## src/rtl/serial_sub4.sv

```systemverilog
// Bit-serial 4-bit subtractor: computes (A - B - BI) one bit per cycle, LSB first,
// and presents the registered difference and borrow-out with a one-cycle DONE pulse.
module serial_sub4 (
  input  logic       clk,
  input  logic       rst,
  input  logic       START,
  input  logic [3:0] A,
  input  logic [3:0] B,
  input  logic       BI,
  output logic [3:0] DIFF,
  output logic       BO,
  output logic       BUSY,
  output logic       DONE
);

  typedef enum logic [1:0] {
    IDLE  = 2'd0,
    SHIFT = 2'd1,
    FIN   = 2'd2
  } state_t;

  state_t     state_q;
  logic [3:0] a_q;
  logic [3:0] b_q;
  logic [3:0] res_q;
  logic [3:0] diff_q;
  logic [1:0] cnt_q;
  logic       br_q;
  logic       bo_q;
  logic       busy_q;
  logic       done_q;

  logic       d_bit_d;
  logic       br_d;
  logic [3:0] res_d;

  // Full-subtractor step on the current LSBs of the operand shift registers.
  always_comb begin
    d_bit_d = a_q[0] ^ b_q[0] ^ br_q;
    br_d    = (~a_q[0] & b_q[0]) | (~(a_q[0] ^ b_q[0]) & br_q);
    res_d   = {d_bit_d, res_q[3:1]};
  end

  // Control FSM with the datapath registers and registered outputs.
  always_ff @(posedge clk or posedge rst) begin
    if (rst) begin
      state_q <= IDLE;
      a_q     <= 4'd0;
      b_q     <= 4'd0;
      res_q   <= 4'd0;
      diff_q  <= 4'd0;
      cnt_q   <= 2'd0;
      br_q    <= 1'b0;
      bo_q    <= 1'b0;
      busy_q  <= 1'b0;
      done_q  <= 1'b0;
    end else begin
      case (state_q)
        IDLE: begin
          done_q <= 1'b0;
          if (START) begin
            a_q     <= A;
            b_q     <= B;
            br_q    <= BI;
            cnt_q   <= 2'd0;
            busy_q  <= 1'b1;
            state_q <= SHIFT;
          end
        end
        SHIFT: begin
          a_q   <= {1'b0, a_q[3:1]};
          b_q   <= {1'b0, b_q[3:1]};
          br_q  <= br_d;
          res_q <= res_d;
          cnt_q <= cnt_q + 2'd1;
          // The last step publishes straight from the step logic so DIFF/BO change only here.
          if (cnt_q == 2'd3) begin
            diff_q  <= res_d;
            bo_q    <= br_d;
            done_q  <= 1'b1;
            state_q <= FIN;
          end
        end
        FIN: begin
          done_q  <= 1'b0;
          busy_q  <= 1'b0;
          state_q <= IDLE;
        end
        default: begin
          done_q  <= 1'b0;
          busy_q  <= 1'b0;
          state_q <= IDLE;
        end
      endcase
    end
  end

  assign DIFF = diff_q;
  assign BO   = bo_q;
  assign BUSY = busy_q;
  assign DONE = done_q;

endmodule

```

## config.mk

```make
export PLATFORM = sky130hd
export DESIGN_NAME = serial_sub4
export DESIGN_NICKNAME = d
export VERILOG_FILES = /design/src/rtl/serial_sub4.sv
export SDC_FILE = /design/constraint.sdc
export NUM_CORES = 1
export LEC_CHECK = 0
export ABC_AREA = 1
export BUFFER_PORTS_ARGS = -buffer_cell sky130_fd_sc_hd__buf_2
export CORE_MARGIN = 5
export CORE_UTILIZATION = 45
export DETAILED_ROUTE_END_ITERATION = 10
export PLACE_DENSITY = 0.69
export SETUP_SLACK_MARGIN = 0.4
export SYNTH_ARGS = -nofsm -noshare
export SYNTH_HDL_FRONTEND = slang
export SYNTH_SLANG_ARGS = --single-unit
export TNS_END_PERCENT = 50
```

## constraint.sdc

```tcl
create_clock -name clk -period 1.77 [get_ports clk]
set_clock_uncertainty 0.1 [all_clocks]
set_input_delay 0.354 -clock clk [delete_from_list [all_inputs] [get_ports clk]]
set_output_delay 0.354 -clock clk [all_outputs]
set_load 0.01 [all_outputs]
```

==> key figures <==
Outcome
  – Status: finished clean

Pwr
  – Worst VDD drop: 0.000834 V
  – LEAKAGE: 0.692 nW
  – Cell Pwr Density: 1710 nW/um^2

Synth
  – Mean Syn Cell Area: 9.07 um^2
  – EDFF count, synth: 0
  – Mapped Cells: 123
  – Netlist Area Pre-Place: 1120 um^2
  – Largest area contributor in the netlist: dfrtp_1
  – Post-Syn Nets: 137
  – Fraction of registers with async set/reset: 100%
  – Yosys cell types: 18
  – Largest cells by area after synthesis: dfrtp_1 52%, nand3_1 9.9%, nand2_1 8.7%
  – Most common cell in the netlist: nand2_1
  – Seq cells post-synth: 23
  – Ys Warns: 0
  – Ys flop type: dfrtp_1
  – Share of the synthesized area in the top cell type: 51.6%
  – Sequential area share after synthesis: 51.6%
  – Commonest cells post-synth: 26 x nand2_1, 23 x dfrtp_1, 22 x nand3_1

Hold path
  – Hold EP: a_q[3]$_DFFE_PP0P_
  – Worst Hold Class: input port to flip-flop
  – Hold path start: A[3]
  – Min-Delay Path Depth: 3

Floorplan
  – Die height: 59.8 um
  – Starting Density: 45.9%
  – Die area: 3580 um^2
  – Core area: 2430 um^2
  – Io pins: 19
  – Die X: 59.8 um
  – Rows: 18

Timing
  – Slew Limit Fails: 0
  – Fmax: 0.753 GHz
  – Max-Slew Margin vs Limit: 80.9%
  – Endpoints failing setup: 0
  – Hold Vio Cnt, Final: 0
  – Slew @ Worst Pin: 286 ps
  – RSZ-0062 raised after global routing: yes
  – Tmin final: 1330 ps
  – Final cycle utilization of the critical path: 75.0%
  – Setup TNS: 0 ps

Setup path
  – Worst Path Max Fanout: 2
  – CP Launch Type: flip-flop
  – WP buf/inv: 1
  – R2r setup slk: 440 ps
  – Reg2Reg Depth: 3
  – Family with the most delay on the worst path: adder cells
  – WS Path Type: flip-flop to flip-flop
  – Crit. End Element: flip-flop
  – Crit path depth: 3
  – Required @ worst endpoint: 1910 ps
  – Worst R2R End: res_q[3]$_DFFE_PP0P_
  – Crit-path cells: fa_1 > inv_1 > o21ai_0
  – Reg2reg start: a_q[0]$_DFFE_PP0P_
  – WP data arrival: 1470 ps
  – Slowest cell on crit path: fa_1
  – Max incr delay on CP: 530 ps

Global route
  – Vias in the first global route: 811
  – First-pass GRT wire length: 3.47 mm
  – Total track usage: 12.8%
  – Initial antenna violation count: 0
  – Pin count of the biggest net entering global routing: 25
  – Total grt overflow: 0

Drt
  – 1st-pass router iterations: 4
  – DR WL/cell: 11.4 um
  – 1st-iter DRT viols: 37
  – Number of antenna-violating nets in the routed design: 0
  – Vias: 849
  – Remaining DRCs: 0
  – DR vias/cell: 4.88
  – Routed WL: 1.98 mm

Flow run
  – Max_cap viols: 0

Finish
  – Fillers: 243
  – Area grow syn2layout: 11.9%
  – Fin area: 1250 um^2
  – ANT cells: 0
  – Fraction of layout cells with a size suffix above 1: 23.6%
  – Final #Nets: 159

Clocking
  – Clock buffer depth: 2
  – Num CTS Buffers: 3
  – H-tree lvl count: 1
  – CTS Root Buffer Type: clkbuf_4
  – TritonCTS clock tree: done
  – CTS Sinks: 23
  – Clk_lat worst skew: 310 ps
  – Reg clk slew, reported paths: 120 ps

Placement
  – Post-DP HPWL: 1.44 mm
  – Post-Place Cell Area: 1210 um^2
  – Routability-driven placement congestion ratio: 0.801
  – IO buf count: 18
-- area by class of cell --
cell class	instances	area (um^2)	area share [%]
multi-input combinational	74	409	32.8
timing repair buffer	20	108	8.62
inverter	23	91.3	7.31
tap	30	37.5	3.01
sequential	23	577	46.2
clock buffer	4	26.3	2.10
-- cells in the final DEF (no fill, tap or decap), types with 2 or more instances in the layout --
cell | Yosys | layout
clkbuf_4 | 0 | 3
nand2_4 | 2 | 2
o21ai_0 | 8 | 8
nand2_8 | 2 | 2
dfrtp_1 | 23 | 22
nor2_1 | 4 | 4
o21ai_1 | 2 | 2
nand3_1 | 22 | 22
nand2_2 | 4 | 4
inv_1 | 21 | 21
buf_2 | 0 | 18
nand2_1 | 26 | 26
-- state kept, by name, indices dropped and copies added, names as in the netlist --
signal	cells
DIFF	4
BUSY	1
b_q	4
a_q	4
br_q	1
DONE	1
BO	1
cnt_q	2
state_q	2
res_q	3
-- through the flow --
stage / setup slack, ps / total power, mW / cells / utilization, % / hold slack (ps)
5_1_grt: 390 / 2.33 / 174 / 51.3 / 171
4_1_cts: 422 / 2.16 / 174 / 51.2 / 150
3_5_place_dp: 454 / 1.91 / 169 / 49.7 / 320
6_report: 442 / 2.13 / 174 / 51.3 / 158
3_3_place_gp: 490 / 1.89 / 169 / 49.7 / 305
2_1_floorplan: 521 / 1.77 / 123 / - / 256
-- worst register-to-register path, stage by stage, from the launching register on --
cell and delay, ps:
dfrtp_1 420, fa_1 530, inv_1 50, o21ai_0 150
-- cell families after synthesis --
logic type | Yosys count | synth area share [%]
compound gates | 11 | 4.93
buf+inv | 26 | 11.8
flops | 23 | 51.6
simple gates | 61 | 28.8
fa+ha+maj | 2 | 2.91
-- worst max-delay path by stage --
stage	slack [ps]	endpoint	startpoint
2_1_floorplan	520	DIFF[3]$_DFFE_PP0P_	a_q[0]$_DFFE_PP0P_
5_1_grt	390	a_q[3]$_DFFE_PP0P_	state_q[1]$_DFFE_PP0P_
4_1_cts	420	res_q[3]$_DFFE_PP0P_	a_q[0]$_DFFE_PP0P_
3_3_place_gp	490	res_q[3]$_DFFE_PP0P_	a_q[0]$_DFFE_PP0P_
3_5_place_dp	450	res_q[3]$_DFFE_PP0P_	a_q[0]$_DFFE_PP0P_
6_report	440	res_q[3]$_DFFE_PP0P_	a_q[0]$_DFFE_PP0P_
-- where the power goes --
| part | switching (mW) | internal, mW | total [mW] |
|---|---|---|---|
| Sequential | 0.174 | 0.768 | 0.942 |
| Clock | 0.153 | 0.0880 | 0.241 |
| Combinational | 0.585 | 0.366 | 0.951 |
-- per-layer routing --
metal / GRT usage (%) / part of all wire (%) / vias to the layer above
li1: - / - / 421
met4: 6.01 / 2.2 / 0
met5: 0 / 0 / -
met3: 3.24 / 7.2 / 5
met2: 18.8 / 43 / 31
met1: 17.4 / 48 / 392
-- what timing repair did --
item | 4_1_cts | 5_1_grt
hold endpoints to repair | 23 | 0
setup buffers | 0 | 0
hold buffers | 1 | 0
resized for setup | 0 | 2
setup endpoints to repair | 0 | 7
(Power assumes the default switching activity.)
